$ cat config.mk
export PLATFORM = sky130hd
export DESIGN_NAME = apb_req_arbiter_flat
export DESIGN_NICKNAME = d
export VERILOG_FILES = /design/src/rtl/apb_req_arbiter_if.sv /design/src/rtl/apb_req_arbiter.sv /design/src/flat_wrapper.sv
export SDC_FILE = /design/constraint.sdc
export NUM_CORES = 1
export LEC_CHECK = 0
export CAP_MARGIN = 20
export CORE_AREA = 2 2 166 168
export DETAILED_ROUTE_END_ITERATION = 10
export DIE_AREA = 0 0 168 170
export PLACE_DENSITY_LB_ADDON = 0.08
export SKIP_LAST_GASP = 1
export SYNTH_ARGS = -nofsm -noshare
export SYNTH_HDL_FRONTEND = slang
export SYNTH_SLANG_ARGS = --single-unit
$ cat constraint.sdc
create_clock -name PCLK -period 4.1 [get_ports PCLK]
set_input_delay 0.615 -clock PCLK [delete_from_list [all_inputs] [get_ports PCLK]]
set_output_delay 0.615 -clock PCLK [all_outputs]
set_load 0.03 [all_outputs]
$ cat src/rtl/apb_req_arbiter_if.sv
// Request/response and APB observation bundle between the requesters and apb_req_arbiter.
// The slave modport is the arbiter's view; the master modport is the requesters/bus side.
interface apb_req_arbiter_if #(
  parameter int unsigned NUM_REQ = 4,
  parameter int unsigned ADDR_W  = 32,
  parameter int unsigned DATA_W  = 32
);
  localparam int unsigned STRB_W = DATA_W / 8;

  logic [NUM_REQ-1:0]        req_valid;
  logic [NUM_REQ-1:0]        req_write;
  logic [NUM_REQ*ADDR_W-1:0] req_addr;
  logic [NUM_REQ*DATA_W-1:0] req_wdata;
  logic [NUM_REQ*STRB_W-1:0] req_strb;
  logic [NUM_REQ-1:0]        req_done;
  logic                      req_err;
  logic [DATA_W-1:0]         req_rdata;
  logic [NUM_REQ-1:0]        grant;

  logic                      m_transfer;
  logic                      m_write;
  logic [ADDR_W-1:0]         m_addr;
  logic [DATA_W-1:0]         m_wdata;
  logic [STRB_W-1:0]         m_strb;

  logic                      PSEL;
  logic                      PENABLE;
  logic                      PREADY;
  logic                      PSLVERR;
  logic [DATA_W-1:0]         PRDATA;

  modport slave (
    input  req_valid, req_write, req_addr, req_wdata, req_strb,
    input  PSEL, PENABLE, PREADY, PSLVERR, PRDATA,
    output req_done, req_err, req_rdata, grant,
    output m_transfer, m_write, m_addr, m_wdata, m_strb
  );

  modport master (
    output req_valid, req_write, req_addr, req_wdata, req_strb,
    output PSEL, PENABLE, PREADY, PSLVERR, PRDATA,
    input  req_done, req_err, req_rdata, grant,
    input  m_transfer, m_write, m_addr, m_wdata, m_strb
  );
endinterface

$ cat src/rtl/apb_req_arbiter.sv
// Shares one APB master between NUM_REQ requesters, one transfer at a time.
// Round robin by default; define APB_ARB_FIXED_PRIO_EN for lowest-index fixed priority.
module apb_req_arbiter #(
  parameter int unsigned NUM_REQ = 4,
  parameter int unsigned ADDR_W  = 32,
  parameter int unsigned DATA_W  = 32
) (
  input  logic                  PCLK,
  input  logic                  PRESETn,
  apb_req_arbiter_if.slave      io_bus
);
  localparam int unsigned STRB_W = DATA_W / 8;
  localparam int unsigned IDX_W  = (NUM_REQ > 1) ? $clog2(NUM_REQ) : 1;

  typedef enum logic [1:0] {ST_IDLE, ST_ISSUE, ST_WAIT, ST_DONE} state_t;

  state_t              r_state, w_state_nxt;

  logic [NUM_REQ-1:0]  r_grant, w_grant_nxt;
  logic [NUM_REQ-1:0]  r_req_done, w_req_done_nxt;
  logic                r_req_err, w_req_err_nxt;
  logic [DATA_W-1:0]   r_req_rdata, w_req_rdata_nxt;
  logic                r_m_transfer, w_m_transfer_nxt;
  logic                r_m_write, w_m_write_nxt;
  logic [ADDR_W-1:0]   r_m_addr, w_m_addr_nxt;
  logic [DATA_W-1:0]   r_m_wdata, w_m_wdata_nxt;
  logic [STRB_W-1:0]   r_m_strb, w_m_strb_nxt;

  logic                w_any_valid;
  logic                w_complete;
  logic [IDX_W-1:0]    w_win_idx;
  logic                w_sel_write;
  logic [ADDR_W-1:0]   w_sel_addr;
  logic [DATA_W-1:0]   w_sel_wdata;
  logic [STRB_W-1:0]   w_sel_strb;
  int unsigned         w_dist;
  int unsigned         w_best;

`ifndef APB_ARB_FIXED_PRIO_EN
  logic [IDX_W-1:0]    r_last_grant, w_last_grant_nxt;
  logic [IDX_W-1:0]    r_owner, w_owner_nxt;
`endif

  assign w_any_valid = |io_bus.req_valid;
  assign w_complete  = io_bus.PSEL & io_bus.PENABLE & io_bus.PREADY;

  // Winner = valid requester with the smallest priority distance; its command is muxed alongside.
  always_comb begin
    w_win_idx   = '0;
    w_sel_write = 1'b0;
    w_sel_addr  = '0;
    w_sel_wdata = '0;
    w_sel_strb  = '0;
    w_best      = NUM_REQ;
    w_dist      = 0;
    for (int unsigned i = 0; i < NUM_REQ; i++) begin
`ifdef APB_ARB_FIXED_PRIO_EN
      w_dist = i;
`else
      w_dist = (i + NUM_REQ - 32'(r_last_grant) - 32'd1) % NUM_REQ;
`endif
      if (io_bus.req_valid[i] && (w_dist < w_best)) begin
        w_best      = w_dist;
        w_win_idx   = IDX_W'(i);
        w_sel_write = io_bus.req_write[i];
        w_sel_addr  = io_bus.req_addr[i*ADDR_W +: ADDR_W];
        w_sel_wdata = io_bus.req_wdata[i*DATA_W +: DATA_W];
        w_sel_strb  = io_bus.req_strb[i*STRB_W +: STRB_W];
      end
    end
  end

  always_ff @(posedge PCLK or negedge PRESETn) begin
    if (!PRESETn) r_state <= ST_IDLE;
    else          r_state <= w_state_nxt;
  end

  always_comb begin
    w_state_nxt = r_state;
    unique case (r_state)
      ST_IDLE:  if (w_any_valid) w_state_nxt = ST_ISSUE;
      ST_ISSUE: w_state_nxt = ST_WAIT;
      ST_WAIT:  if (w_complete) w_state_nxt = ST_DONE;
      ST_DONE:  w_state_nxt = ST_IDLE;
      default:  w_state_nxt = ST_IDLE;
    endcase
  end

  // Next values of the registered outputs; the m_* command holds between captures.
  always_comb begin
    w_grant_nxt      = r_grant;
    w_req_done_nxt   = '0;
    w_req_err_nxt    = r_req_err;
    w_req_rdata_nxt  = r_req_rdata;
    w_m_transfer_nxt = 1'b0;
    w_m_write_nxt    = r_m_write;
    w_m_addr_nxt     = r_m_addr;
    w_m_wdata_nxt    = r_m_wdata;
    w_m_strb_nxt     = r_m_strb;
`ifndef APB_ARB_FIXED_PRIO_EN
    w_last_grant_nxt = r_last_grant;
    w_owner_nxt      = r_owner;
`endif
    unique case (r_state)
      ST_IDLE: begin
        w_grant_nxt = '0;
        if (w_any_valid) begin
          w_grant_nxt      = NUM_REQ'(1) << w_win_idx;
          w_m_transfer_nxt = 1'b1;
          w_m_write_nxt    = w_sel_write;
          w_m_addr_nxt     = w_sel_addr;
          w_m_wdata_nxt    = w_sel_wdata;
          w_m_strb_nxt     = w_sel_strb;
`ifndef APB_ARB_FIXED_PRIO_EN
          w_owner_nxt      = w_win_idx;
`endif
        end
      end
      ST_ISSUE: ;
      ST_WAIT: begin
        if (w_complete) begin
          w_req_done_nxt  = r_grant;
          w_req_err_nxt   = io_bus.PSLVERR;
          w_req_rdata_nxt = io_bus.PRDATA;
        end
      end
      ST_DONE: begin
        w_grant_nxt = '0;
`ifndef APB_ARB_FIXED_PRIO_EN
        w_last_grant_nxt = r_owner;
`endif
      end
      default: w_grant_nxt = '0;
    endcase
  end

  always_ff @(posedge PCLK or negedge PRESETn) begin
    if (!PRESETn) begin
      r_grant      <= '0;
      r_req_done   <= '0;
      r_req_err    <= 1'b0;
      r_req_rdata  <= '0;
      r_m_transfer <= 1'b0;
      r_m_write    <= 1'b0;
      r_m_addr     <= '0;
      r_m_wdata    <= '0;
      r_m_strb     <= '0;
`ifndef APB_ARB_FIXED_PRIO_EN
      r_last_grant <= IDX_W'(NUM_REQ - 1);
      r_owner      <= '0;
`endif
    end else begin
      r_grant      <= w_grant_nxt;
      r_req_done   <= w_req_done_nxt;
      r_req_err    <= w_req_err_nxt;
      r_req_rdata  <= w_req_rdata_nxt;
      r_m_transfer <= w_m_transfer_nxt;
      r_m_write    <= w_m_write_nxt;
      r_m_addr     <= w_m_addr_nxt;
      r_m_wdata    <= w_m_wdata_nxt;
      r_m_strb     <= w_m_strb_nxt;
`ifndef APB_ARB_FIXED_PRIO_EN
      r_last_grant <= w_last_grant_nxt;
      r_owner      <= w_owner_nxt;
`endif
    end
  end

  assign io_bus.grant      = r_grant;
  assign io_bus.req_done   = r_req_done;
  assign io_bus.req_err    = r_req_err;
  assign io_bus.req_rdata  = r_req_rdata;
  assign io_bus.m_transfer = r_m_transfer;
  assign io_bus.m_write    = r_m_write;
  assign io_bus.m_addr     = r_m_addr;
  assign io_bus.m_wdata    = r_m_wdata;
  assign io_bus.m_strb     = r_m_strb;

endmodule

$ cat src/flat_wrapper.sv
// flat-port wrapper written by rule: the top's interface ports become plain ports
module apb_req_arbiter_flat 
#(
  parameter int unsigned NUM_REQ = 4,
  parameter int unsigned ADDR_W  = 32,
  parameter int unsigned DATA_W  = 32
)
  (PCLK, PRESETn, io_bus_req_valid, io_bus_req_write, io_bus_req_addr, io_bus_req_wdata, io_bus_req_strb, io_bus_PSEL, io_bus_PENABLE, io_bus_PREADY, io_bus_PSLVERR, io_bus_PRDATA, io_bus_req_done, io_bus_req_err, io_bus_req_rdata, io_bus_grant, io_bus_m_transfer, io_bus_m_write, io_bus_m_addr, io_bus_m_wdata, io_bus_m_strb);
  apb_req_arbiter_if #(.NUM_REQ(NUM_REQ), .ADDR_W(ADDR_W), .DATA_W(DATA_W)) io_bus_i ();
  input  logic PCLK;
  input  logic PRESETn;
  input wire logic [$bits(io_bus_i.req_valid)-1:0] io_bus_req_valid;
  input wire logic [$bits(io_bus_i.req_write)-1:0] io_bus_req_write;
  input wire logic [$bits(io_bus_i.req_addr)-1:0] io_bus_req_addr;
  input wire logic [$bits(io_bus_i.req_wdata)-1:0] io_bus_req_wdata;
  input wire logic [$bits(io_bus_i.req_strb)-1:0] io_bus_req_strb;
  input wire logic [$bits(io_bus_i.PSEL)-1:0] io_bus_PSEL;
  input wire logic [$bits(io_bus_i.PENABLE)-1:0] io_bus_PENABLE;
  input wire logic [$bits(io_bus_i.PREADY)-1:0] io_bus_PREADY;
  input wire logic [$bits(io_bus_i.PSLVERR)-1:0] io_bus_PSLVERR;
  input wire logic [$bits(io_bus_i.PRDATA)-1:0] io_bus_PRDATA;
  output wire logic [$bits(io_bus_i.req_done)-1:0] io_bus_req_done;
  output wire logic [$bits(io_bus_i.req_err)-1:0] io_bus_req_err;
  output wire logic [$bits(io_bus_i.req_rdata)-1:0] io_bus_req_rdata;
  output wire logic [$bits(io_bus_i.grant)-1:0] io_bus_grant;
  output wire logic [$bits(io_bus_i.m_transfer)-1:0] io_bus_m_transfer;
  output wire logic [$bits(io_bus_i.m_write)-1:0] io_bus_m_write;
  output wire logic [$bits(io_bus_i.m_addr)-1:0] io_bus_m_addr;
  output wire logic [$bits(io_bus_i.m_wdata)-1:0] io_bus_m_wdata;
  output wire logic [$bits(io_bus_i.m_strb)-1:0] io_bus_m_strb;
  assign io_bus_i.req_valid = io_bus_req_valid;
  assign io_bus_i.req_write = io_bus_req_write;
  assign io_bus_i.req_addr = io_bus_req_addr;
  assign io_bus_i.req_wdata = io_bus_req_wdata;
  assign io_bus_i.req_strb = io_bus_req_strb;
  assign io_bus_i.PSEL = io_bus_PSEL;
  assign io_bus_i.PENABLE = io_bus_PENABLE;
  assign io_bus_i.PREADY = io_bus_PREADY;
  assign io_bus_i.PSLVERR = io_bus_PSLVERR;
  assign io_bus_i.PRDATA = io_bus_PRDATA;
  assign io_bus_req_done = io_bus_i.req_done;
  assign io_bus_req_err = io_bus_i.req_err;
  assign io_bus_req_rdata = io_bus_i.req_rdata;
  assign io_bus_grant = io_bus_i.grant;
  assign io_bus_m_transfer = io_bus_i.m_transfer;
  assign io_bus_m_write = io_bus_i.m_write;
  assign io_bus_m_addr = io_bus_i.m_addr;
  assign io_bus_m_wdata = io_bus_i.m_wdata;
  assign io_bus_m_strb = io_bus_i.m_strb;
  apb_req_arbiter #(.NUM_REQ(NUM_REQ), .ADDR_W(ADDR_W), .DATA_W(DATA_W)) u_core (.PCLK(PCLK), .PRESETn(PRESETn), .io_bus(io_bus_i));
endmodule
; ---- Word level (Yosys, flattened, before mapping)
; Index checks and enable logic that the tools add are counted.
[totals]
rom_bits = 0
ram_bits = 0
in_bits = 318
word_cells = 73
ff_bits = 117
memories = 0
latch_bits = 0
output_inout_bits = 111
[classes]
shift = 1
n_mux = 31
multipliers = 0
bitwise = 2
n_eq_ne = 5
reduce_logical = 10
n_lt_le_gt_ge = 4
div = 0
addsub = 8
[op_table]
columns = operator, n
row1 = 32-bit two-way mux, 8
row2 = 4-bit two-way mux, 7
row3 = 2-bit by 3-bit less-than comparator with 1-bit output, 3
row4 = 3-bit two-way mux, 3
row5 = 2-bit two-way mux, 4
row6 = 2-bit case mux with 4 select lines, 1
row7 = 4-bit case mux with 2 select lines, 1
row8 = "2-bit by 1-bit subtractor with 2-bit output, second input constant", 4
row9 = 1-bit two-way mux, 7
row10 = 2-bit AND reduction, 3
row11 = "2-bit equality test, second input constant", 2
row12 = 1-bit logical AND, 4
row13 = "2-bit by 1-bit inequality test with 1-bit output, second input constant", 2
row14 = 4-bit OR reduction, 1
row15 = "1-bit by 2-bit left shift with 4-bit output, first input constant", 1
row16 = "1-bit by 2-bit subtractor with 2-bit output, first input constant", 2
row17 = "2-bit subtractor, first input constant", 2
row18 = "2-bit by 3-bit less-than comparator with 1-bit output, second input constant", 1
row19 = 1-bit AND, 2
row20 = "2-bit by 1-bit equality test with 1-bit output, second input constant", 1
row21 = 2-bit logical NOT, 1
row22 = 2-bit nonzero test, 1

; ---- Logic depth before layout (Yosys ltp)
; Gate-level depths: netlist of run 1.
[depth]
ltp_word = 17
depth_mapped = 19

; ---- Least setup slack after synthesis of run 1
; Ideal clock, no wire load.
[synth_path]
path_type = input -> register
from = in io_bus_req_valid[0]
to = reg u_core.r_m_strb[0], in the netlist u_core.io_bus.m_strb[0]
path_slack_ns = 0.267
stages = 18
t_arrival_ns = 3.751
t_required_ns = 4.018
path_cell_list = buf_4 > clkinv_1 > o31a_1 > ha_1 > or3b_1 > nand2_1 > nand2_1 > buf_2 > clkbuf_1 > nand2_1 > o21ai_0 > ha_1 > nor2_1 > o21ai_1 > buf_2 > clkbuf_1 > o2111ai_1 > a31oi_1
[synth_between]
elab_chain_cells = 11
[synth_rtl]
columns = element, line
row1 = "start, declared", flat_wrapper.sv:12  ; input wire logic [$bits(io_bus_i.req_valid)-1:0] io_bus_req_valid;
row2 = 1-bit logical AND, apb_req_arbiter.sv:62  ; if (io_bus.req_valid[i] && (w_dist < w_best)) begin
row3 = 3-bit two-way mux, apb_req_arbiter.sv:62
row4 = 2-bit by 3-bit less-than comparator with 1-bit output, apb_req_arbiter.sv:62
row5 = 1-bit logical AND, apb_req_arbiter.sv:62
row6 = 3-bit two-way mux, apb_req_arbiter.sv:62
row7 = 2-bit by 3-bit less-than comparator with 1-bit output, apb_req_arbiter.sv:62
row8 = 1-bit logical AND, apb_req_arbiter.sv:62
row9 = 3-bit two-way mux, apb_req_arbiter.sv:62
row10 = 2-bit by 3-bit less-than comparator with 1-bit output, apb_req_arbiter.sv:62
row11 = 1-bit logical AND, apb_req_arbiter.sv:62
row12 = 4-bit two-way mux, apb_req_arbiter.sv:62
row13 = "end signal, assigned", apb_req_arbiter.sv:161  ; r_m_strb <= w_m_strb_nxt;
row14 = "end, declared", apb_req_arbiter.sv:27  ; logic [STRB_W-1:0] r_m_strb, w_m_strb_nxt;
; Several ways; a longest one is shown, not always the timed one.
; A chain may end at the register's enable or synchronous reset.

; ---- Final worst setup path of run 1
[layout_path]
from = in io_bus_req_valid[0]
to = reg u_core.r_m_wdata[18], in the netlist u_core.io_bus.m_wdata[18]
[layout_between]
elab_chain_cells = 11
[layout_rtl]
columns = element, line
row1 = 1-bit logical AND, apb_req_arbiter.sv:62
row2 = 3-bit two-way mux, apb_req_arbiter.sv:62
row3 = 2-bit by 3-bit less-than comparator with 1-bit output, apb_req_arbiter.sv:62
row4 = 1-bit logical AND, apb_req_arbiter.sv:62
row5 = 3-bit two-way mux, apb_req_arbiter.sv:62
row6 = 2-bit by 3-bit less-than comparator with 1-bit output, apb_req_arbiter.sv:62
row7 = 1-bit logical AND, apb_req_arbiter.sv:62
row8 = 3-bit two-way mux, apb_req_arbiter.sv:62
row9 = 2-bit by 3-bit less-than comparator with 1-bit output, apb_req_arbiter.sv:62
row10 = 1-bit logical AND, apb_req_arbiter.sv:62
row11 = 32-bit two-way mux, apb_req_arbiter.sv:62
row12 = "end signal, assigned", apb_req_arbiter.sv:160  ; r_m_wdata <= w_m_wdata_nxt;
row13 = "end, declared", apb_req_arbiter.sv:26  ; logic [DATA_W-1:0] r_m_wdata, w_m_wdata_nxt;
; Several ways; a longest one is shown, not always the timed one.

==> results.yml, run 1 <==
critical_path:
  cp_max_fo: 32
  r2r-end: "u_core.io_bus.m_wdata[18]"
  r2r_start: "u_core.r_last_grant[1]"
  cp.required_ns: 4.43
  endpoint_kind: "flip-flop"
  start_kind: "input pin"
  crit_arrival_ns: 3.90
  crit_type: "input pin to flip-flop"
  reg2regPathDepth: 15
  worstSetupStartpoint: "io_bus_req_valid[0]"
  reg2reg_slack_ns: 0.60
timing:
  worstMarginPinSlew_ns: 0.7724
  rsz0062_at_grt: "no"
  holdWs_ns: 0.2249
  post-route-period-util: 0.8701
  finalHoldViolations: 0
  setup_ws_ns: 0.5326
  fin_skew_ns: 0.01322
  setup_viol: 0
  fin_crit_ns: 3.567
  max-slew-margin-rel: 0.4851
  slew_violations: 0
  tns_ns: 0
  fmax_mhz: 280.3
cts:
  cts-root-buf: "clkbuf_16"
  cts.sinks: 117
  clk_pin_slew_ns: 0.06
  clkLatencyLatePin_ns: 0.41
  cts_setup_buffers: 0
  ctsHoldBuffers: 0
  cts_max_path_buffers: 2
  htreeDepth: 4
  cts_resized: 0
  cts_buffers: 17
  cts_tree: "built"
layout:
  nFillCells: 2614
  syn_to_final_growth_pct: 81.65
  finish.net_count: 1365
  drive_gt1_frac: 0.1034
  final_util: 0.4410
power_and_ir_drop:
  intPower_uw: 4980
  p_clk_frac: 0.159
  combPwrFrac: 0.616
  sw_frac_of_total: 0.4567
  pwr_density_cell_mw_per_mm2: 780.0
  ir_worst_vdd_mv: 0.4546
  p_sw_uw: 4186
  finalPower_uw: 9167
  power_frac_seq: 0.225
  leakage_uw: 0.004429
global_route:
  grt_pass1_vias: 7155
  grt_pass1_wl_um: 43100
  antenna_found_initial: 2
  grt_max_degree: 87
  grt_usage: 0.1975
  gr-total-overflow: 0
die:
  num_rows: 60
  core-area_mm2: 0.02665
  initial_core_util: 0.2428
  die_area_mm2: 0.02856
  fp.dieH_um: 170
  top_level_ports: 429
  die-width_um: 168
route:
  drt-vias-per-instance: 5.061
  wl_per_cell_um: 20.89
  first_pass_iters: 4
  wl_um: 29170
  drc: 0
  ant_nets: 0
  route.vias.total: 7065
  drt_iter0_drc: 428
synthesis:
  synth_cells: 649
  yosysWarnings: 0
  synthDistinctLibCells: 40
  synthTopCellsByArea: "dfrtp_1 44%, a221o_1 11%, o2111ai_1 9.3%"
  synth_most_common_cell: "dfrtp_1"
  yosysTopAreaCell: "dfrtp_1"
  synth_common_cells: "115 x dfrtp_1, 81 x nor2_1, 71 x a31oi_1, 69 x a221o_1, 69 x o2111ai_1"
  netlist_area_mm2: 0.006470
  avgSynthCellArea_um2: 9.969
  synth_seq_cells: 117
  ys_seq_area_frac: 0.4529
  synth_nets: 973
  ys.flop_type: "dfrtp_1"
  ys_async_sr_fraction: 1.000
  synth_edf_count: 0
  synth_top_area_frac: 0.4448
run_status:
  outcome: "finished, final reports clean"
hold_path:
  min_path_type: "input pin to asynchronous set/reset pin"
placed_design:
  hpwl_um: 21480
  routabilityCongestion: 0.7865
  portBuffers: 428
  dp_slack_ns: 0.07675
run:
  max_cap_violations: 0
==> layer usage <==
| layer | vias to the layer above | track usage | wire [µm] |
|---|---|---|---|
| li1 | 3385 | - | - |
| met1 | 3336 | 0.2196 | 11210 |
| met2 | 318 | 0.3586 | 14710 |
| met3 | 26 | 0.06628 | 2698 |
| met4 | 0 | 0.05747 | 546 |
| met5 | - | 0 | 0 |
==> worst max-delay path, cell delays in order <==
cell and delay, ns:
clkdlybuf4s50_1 0.51, clkinv_1 0.10, o31a_1 0.31, ha_1 0.22, or3b_1 0.39, nand2_1 0.12, nand2_4 0.07, nand2_1 0.07
o21ai_0 0.08, ha_1 0.20, nor2_1 0.24, o311a_4 0.29, buf_4 0.33, o21ai_0 0.14, a31oi_1 0.18
==> stage by stage <==
stage / area (µm²) / std cells
6_report: 11750 / 1396
5_1_grt: 11750 / 1396
4_1_cts: 11750 / 1395
3_5_place_dp: 11180 / 1363
3_3_place_gp: 11180 / 1363
2_1_floorplan: 6470 / 649
==> placed cells by master (no fill, tap or decap), types with 2 or more instances in the layout <==
| cell type | instances |
|---|---|
| o31ai_1 | 3 |
| a221o_1 | 69 |
| ha_1 | 6 |
| a31oi_1 | 71 |
| o2111ai_1 | 69 |
| mux2_2 | 35 |
| inv_8 | 2 |
| o21ai_1 | 5 |
| clkdlybuf4s50_1 | 427 |
| dfrtp_1 | 115 |
| clkinv_4 | 4 |
| buf_4 | 20 |
| dfstp_2 | 2 |
| nand2b_1 | 4 |
| clkinv_2 | 3 |
| clkbuf_16 | 17 |
| buf_12 | 7 |
| inv_6 | 4 |
| inv_1 | 6 |
| o21ai_0 | 67 |
| nor2_1 | 81 |
| o21a_2 | 2 |
| nand2_1 | 8 |
==> how the worst max path moves through the flow <==
stage | to | depth (start not counted)
global placement | u_core.io_bus.grant[0] | 14
CTS | u_core.io_bus.m_wdata[14] | 15
floorplan | u_core.io_bus.m_strb[0] | 18
global route | u_core.io_bus.m_wdata[14] | 15
finish | u_core.io_bus.m_wdata[18] | 15
detailed placement | u_core.io_bus.m_wdata[17] | 15
==> cell families (layout without fill, tap and decap cells) <==
logic type      count (synthesis)  in the layout  share of synthesized area
compound gates                298            298                     0.3496
flops                         117            117                     0.4529
simple gates                  104            104                    0.06768
buf+inv                        88            493                    0.05589
mux                            35             35                    0.06092
fa+ha+maj                       6              6                    0.01160
xor+xnor                        1              1                   0.001354
other cells                     0              1                          0
==> power by group through the flow <==
stage	combinational, µW	clock [µW]	sequential [µW]
6_report	5640	1460	2060
2_1_floorplan	2330	0	3080
3_5_place_dp	5720	0	2080
5_1_grt	6080	1560	2150
4_1_cts	5730	1510	2070
3_3_place_gp	5700	0	2060
==> registers in the layout, indices dropped and copies added (netlist names) <==
register and flops:
u_core.io_bus.m_wdata 32, u_core.io_bus.m_transfer 1, u_core.io_bus.m_addr 32, u_core.r_last_grant 2, u_core.r_owner 2, u_core.io_bus.m_strb 4
u_core.r_state 2, u_core.io_bus.req_err 1, u_core.io_bus.grant 4, u_core.io_bus.req_done 4, u_core.io_bus.req_rdata 32, u_core.io_bus.m_write 1
==> area by class of cell <==
type	instances	area, µm²	share of cell area
Tap cell	341	426.7	0.03630
Inverter	7	26.28	0.002236
Sequential cell	117	2930	0.2493
Clock inverter	15	145.1	0.01235
Antenna cell	1	2.502	0.0002129
Clock buffer	17	425.4	0.03620
Timing Repair Buffer	454	4564	0.3884
Multi-Input combinational cell	444	3232	0.2750
Note: power is estimated with default switching activity, not from simulation.
==> inputs of run 2 (changes only) <==
--- a/config.mk
+++ b/config.mk
@@ -6,10 +6,11 @@
 export NUM_CORES = 1
 export LEC_CHECK = 0
 export CAP_MARGIN = 20
-export CORE_AREA = 2 2 166 168
+export CORE_AREA = 3 3 167 169
 export DETAILED_ROUTE_END_ITERATION = 10
-export DIE_AREA = 0 0 168 170
+export DIE_AREA = 0 0 170 172
 export PLACE_DENSITY_LB_ADDON = 0.08
+export SKIP_CTS_REPAIR_TIMING = 1
 export SKIP_LAST_GASP = 1
 export SYNTH_ARGS = -nofsm -noshare
 export SYNTH_HDL_FRONTEND = slang
==> run 2 against run 1 <==
  * Setup slack worse by 0.0099 ns
  * Hold slack gained 0.12 ns
  * Register-to-register slack about the same
  * Maximum frequency fell by 0.28%
  * Sequential share of layout area barely moved
  * Sequential cell count unchanged
  * Clock skew decreased by 0.0027 ns
  * Clock power increased by 4%
  * Sequential power barely moved
  * First-iteration DRC count down 41%
  * Total power barely moved
  * Combinational power down 0.9%
  * Critical path type unchanged
  * Largest power group unchanged
  * Highest routed layer is now met5
==> results.yml, run 2 (synthesis gave the netlist of run 1 again) <==
critical_path:
  crit_arrival_ns: 3.89
  cp_top_family: "simple AND/OR/NAND/NOR gates"
  endpoint_kind: "flip-flop"
  slowest_stage: "clkdlybuf4s50_1"
  reg2regPathDepth: 15
  start_kind: "input pin"
  cp.depth: 15
  cp_cell_sequence: "clkdlybuf4s50_1 -> clkinv_1 -> o31a_1 -> ha_1 -> or3b_1 -> nand2_1 -> nand2_2 -> nand2_1 -> o21ai_0 -> ha_1 -> nor2_1 -> o21a_2 -> buf_4 -> nor2_1 -> o31ai_1"
  cp_max_fo: 37
  critPathMaxStageDelay_ns: 0.50
  cp.required_ns: 4.41
  crit_buf_inv: 3
  crit_type: "input pin to flip-flop"
global_route:
  grt_max_degree: 144
  grt_pass1_wl_um: 43060
  grt_usage: 0.1906
  antenna_found_initial: 3
  gr-total-overflow: 0
  grt_pass1_vias: 7242
route:
  wl_per_cell_um: 21.08
  drc: 0
  first_pass_iters: 4
  ant_nets: 0
  route.vias.total: 7067
  drt_iter0_drc: 252
  drt-vias-per-instance: 5.077
  wl_um: 29350
cts:
  cts.sinks: 117
  clkLatencyLatePin_ns: 0.42
  cts_buffers: 17
  cts_max_path_buffers: 2
  clk_pin_slew_ns: 0.06
  cts-root-buf: "clkbuf_16"
  htreeDepth: 4
  cts_tree: "built"
power_and_ir_drop:
  pwr_density_cell_mw_per_mm2: 780.3
  sw_frac_of_total: 0.4524
  ir_worst_vdd_mv: 0.3178
  p_clk_frac: 0.166
  leakage_uw: 0.004418
  finalPower_uw: 9173
  p_sw_uw: 4149
  intPower_uw: 5024
  power_frac_seq: 0.225
  combPwrFrac: 0.609
timing:
  max-slew-margin-rel: 0.2820
  fin_skew_ns: 0.01048
  fmax_mhz: 279.5
  setup_viol: 0
  fin_crit_ns: 3.577
  worstMarginPinSlew_ns: 1.077
  finalHoldViolations: 0
  post-route-period-util: 0.8725
  tns_ns: 0
  slew_violations: 0
  rsz0062_at_grt: "no"
layout:
  final_cell_mix: "427 x clkdlybuf4s50_1, 115 x dfrtp_1, 81 x nor2_1"
  final_util: 0.4399
  fin_cells: 1392
  drive_gt1_frac: 0.1009
  final_area_mm2: 0.01176
  antennaDiodeCount: 0
  final_common_cell: "clkdlybuf4s50_1"
  syn_to_final_growth_pct: 81.71
  finish.net_count: 1362
die:
  core-area_mm2: 0.02673
  fp.dieH_um: 172
  die_area_mm2: 0.02924
  die-width_um: 170
  top_level_ports: 429
  num_rows: 60
  initial_core_util: 0.2421
placed_design:
  placed_cells: 1360
  routabilityCongestion: 0.7348
  portBuffers: 428
  hpwl_um: 21160
  placed_cell_area_mm2: 0.01116
run:
  max_cap_violations: 0
hold_path:
  min_path_type: "input pin to asynchronous set/reset pin"
run_status:
  outcome: "finished, final reports clean"
==> run 2: path summary, 6_finish.rpt <==
| kind | end | slack (ns) | startpoint |
|---|---|---|---|
| hold reg to reg | u_core.io_bus.req_rdata[2] | 0.50 | u_core.io_bus.req_rdata[2] |
| min in group PCLK | u_core.io_bus.req_rdata[2] | 0.50 | u_core.io_bus.req_rdata[2] |
| max in group asynchronous | u_core.io_bus.req_rdata[29] | 2.89 | PRESETn |
| hold / removal | u_core.io_bus.req_rdata[13] | 0.35 | PRESETn |
| setup / recovery | u_core.io_bus.grant[3] | 0.52 | io_bus_req_valid[0] |
| setup reg to reg | u_core.io_bus.grant[3] | 0.59 | u_core.r_last_grant[0] |
==> run 2: cell type report <==
class	count	area, µm²
fill	2654	14970
inverter	7	26.28
clock inverter	14	152.6
clock buffer	18	439.2
timing repair buffer	451	4554
tap	341	426.7
multi-input combinational	444	3227
sequential	117	2930
==> run 2: per-stage QoR <==
step	hold slack, ns	setup slack (ns)
2_1_floorplan	0.3194	0.2672
3_3_place_gp	0.4860	0.1691
3_5_place_dp	0.4911	0.1344
4_1_cts	0.3933	0.5052
5_1_grt	0.4236	0.2406
6_report	0.3452	0.5226
==> run 2: power by group through the flow <==
stage	logic [µW]	clock network, µW	registers (µW)
floorplan	2330	0	3080
global placement	5640	0	2070
detailed placement	5680	0	2080
CTS	5690	1570	2080
global route	6050	1630	2150
finish	5590	1520	2070
==> run 2: routing by layer <==
layer / wire length [µm] / track usage / vias to the layer above
met5: 38 / 0 / -
met4: 439 / 0.04480 / 6
met3: 2654 / 0.07179 / 35
met2: 14640 / 0.3380 / 284
met1: 11570 / 0.2190 / 3358
li1: - / - / 3384
==> inputs of run 3 (changes only) <==
--- a/config.mk
+++ b/config.mk
@@ -7,6 +7,7 @@
 export LEC_CHECK = 0
 export CAP_MARGIN = 20
 export CORE_AREA = 3 3 167 169
+export CTS_BUF_LIST = sky130_fd_sc_hd__clkbuf_8
 export DETAILED_ROUTE_END_ITERATION = 10
 export DIE_AREA = 0 0 170 172
 export PLACE_DENSITY_LB_ADDON = 0.08
==> run 3 against run 2 <==
  * Sequential power about the same
  * Routed wire length decreased by 0.16%
  * Count of clock-buffer cells in the layout unchanged
  * Combinational power about the same
  * Critical endpoint unchanged
==> results.yml, run 3 (synthesis gave the netlist of run 1 again) <==
cts:
  cts_max_path_buffers: 2
  cts_buffers: 17
  cts-root-buf: "clkbuf_8"
  clk_pin_slew_ns: 0.09
  cts_tree: "built"
  clkLatencyLatePin_ns: 0.44
  htreeDepth: 4
  cts.sinks: 117
timing:
  max-slew-margin-rel: 0.2894
  fin_skew_ns: 0.01755
  fin_crit_ns: 3.560
  post-route-period-util: 0.8682
  fmax_mhz: 280.9
  rsz0062_at_grt: "no"
  tns_ns: 0
  setup_viol: 0
  slew_violations: 0
  worstMarginPinSlew_ns: 1.066
  finalHoldViolations: 0
critical_path:
  cp_cell_sequence: "clkdlybuf4s50_1 -> clkinv_1 -> o31a_1 -> ha_1 -> or3b_1 -> nand2_1 -> nand2_2 -> nand2_1 -> o21ai_0 -> ha_1 -> nor2_1 -> o21a_2 -> buf_4 -> nor2_1 -> o31ai_1"
  r2r_start: "u_core.r_last_grant[0]"
  cp.required_ns: 4.43
  crit_type: "input pin to flip-flop"
  endpoint_kind: "flip-flop"
  crit_arrival_ns: 3.89
  critPathMaxStageDelay_ns: 0.50
  r2r-end: "u_core.io_bus.grant[3]"
  slowest_stage: "clkdlybuf4s50_1"
  reg2reg_slack_ns: 0.58
  reg2regPathDepth: 15
  start_kind: "input pin"
  cp_max_fo: 37
layout:
  syn_to_final_growth_pct: 78.75
  finish.net_count: 1362
  drive_gt1_frac: 0.1009
  final_cell_mix: "427 x clkdlybuf4s50_1, 115 x dfrtp_1, 81 x nor2_1"
  final_common_cell: "clkdlybuf4s50_1"
  antennaDiodeCount: 0
  final_area_mm2: 0.01156
  nFillCells: 2677
placed_design:
  routabilityCongestion: 0.7348
  hpwl_um: 21160
  placed_cell_area_mm2: 0.01116
  portBuffers: 428
global_route:
  grt_pass1_wl_um: 43040
  grt_max_degree: 144
  grt_pass1_vias: 7283
  gr-total-overflow: 0
  antenna_found_initial: 3
  grt_usage: 0.1901
route:
  wl_um: 29300
  wl_per_cell_um: 21.05
  drt-vias-per-instance: 5.067
  first_pass_iters: 5
  drt_iter0_drc: 242
  drc: 0
  ant_nets: 0
  route.vias.total: 7053
run:
  max_cap_violations: 0
die:
  core-area_mm2: 0.02673
  die_area_mm2: 0.02924
  die-width_um: 170
  fp.dieH_um: 172
  initial_core_util: 0.2421
  num_rows: 60
  top_level_ports: 429
power_and_ir_drop:
  ir_worst_vdd_mv: 0.2808
  leakage_uw: 0.004331
  pwr_density_cell_mw_per_mm2: 759.1
  finalPower_uw: 8778
run_status:
  outcome: "finished, final reports clean"
hold_path:
  min_path_type: "input pin to asynchronous set/reset pin"
==> run 3: cell counts in the layout (fill, tap and decap cells not counted) <==
No cell type changed its count.
==> run 3: worst max path at each step <==
stage,start,to
6_report,io_bus_req_valid[0],u_core.io_bus.grant[3]
4_1_cts,io_bus_req_valid[0],u_core.io_bus.grant[3]
3_5_place_dp,io_bus_req_valid[0],u_core.io_bus.grant[3]
2_1_floorplan,io_bus_req_valid[0],u_core.io_bus.m_strb[0]
3_3_place_gp,io_bus_req_valid[0],u_core.io_bus.grant[3]
5_1_grt,u_core.r_last_grant[0],u_core.io_bus.grant[3]
==> run 3: worst max-delay path, delay by kind of cell <==
kind                       cells  cell delay (ns)
adders and majority gates      2             0.50
buffers and inverters          3             0.94
AOI/OAI and AO/OA              4             0.82
and+or+nand+nor                6             0.98
==> run 3: layout make-up <==
| class | instances | area, µm² | area share |
|---|---|---|---|
| multi-input combinational | 444 | 3227 | 0.2790 |
| timing repair buffer | 451 | 4554 | 0.3938 |
| clock inverter | 14 | 152.6 | 0.01320 |
| tap | 341 | 426.7 | 0.03689 |
| sequential | 117 | 2930 | 0.2534 |
| inverter | 7 | 26.28 | 0.002272 |
| clock buffer | 18 | 247.7 | 0.02142 |
==> run 3: layer usage <==
layer  track usage  wire length (µm)
met5             0                38
met4       0.04374               432
met3       0.07042              2617
met2        0.3403             14610
met1        0.2170             11610
==> run 3: stage by stage <==
step	instances	hold slack (ns)	setup slack (ns)	utilization
floorplan	649	0.3194	0.2672	-
global placement	1360	0.4860	0.1691	0.4177
detailed placement	1360	0.4911	0.1344	0.4177
CTS	1392	0.3489	0.5420	0.4327
global route	1392	0.3856	0.2527	0.4327
finish	1392	0.3115	0.5404	0.4327
==> run 3: where the power goes <==
part	internal, µW	total (µW)	switching, µW
Sequential	1740	2060	319
Clock	563	1130	568
Combinational	2360	5580	3230
Total	4670	8780	4110
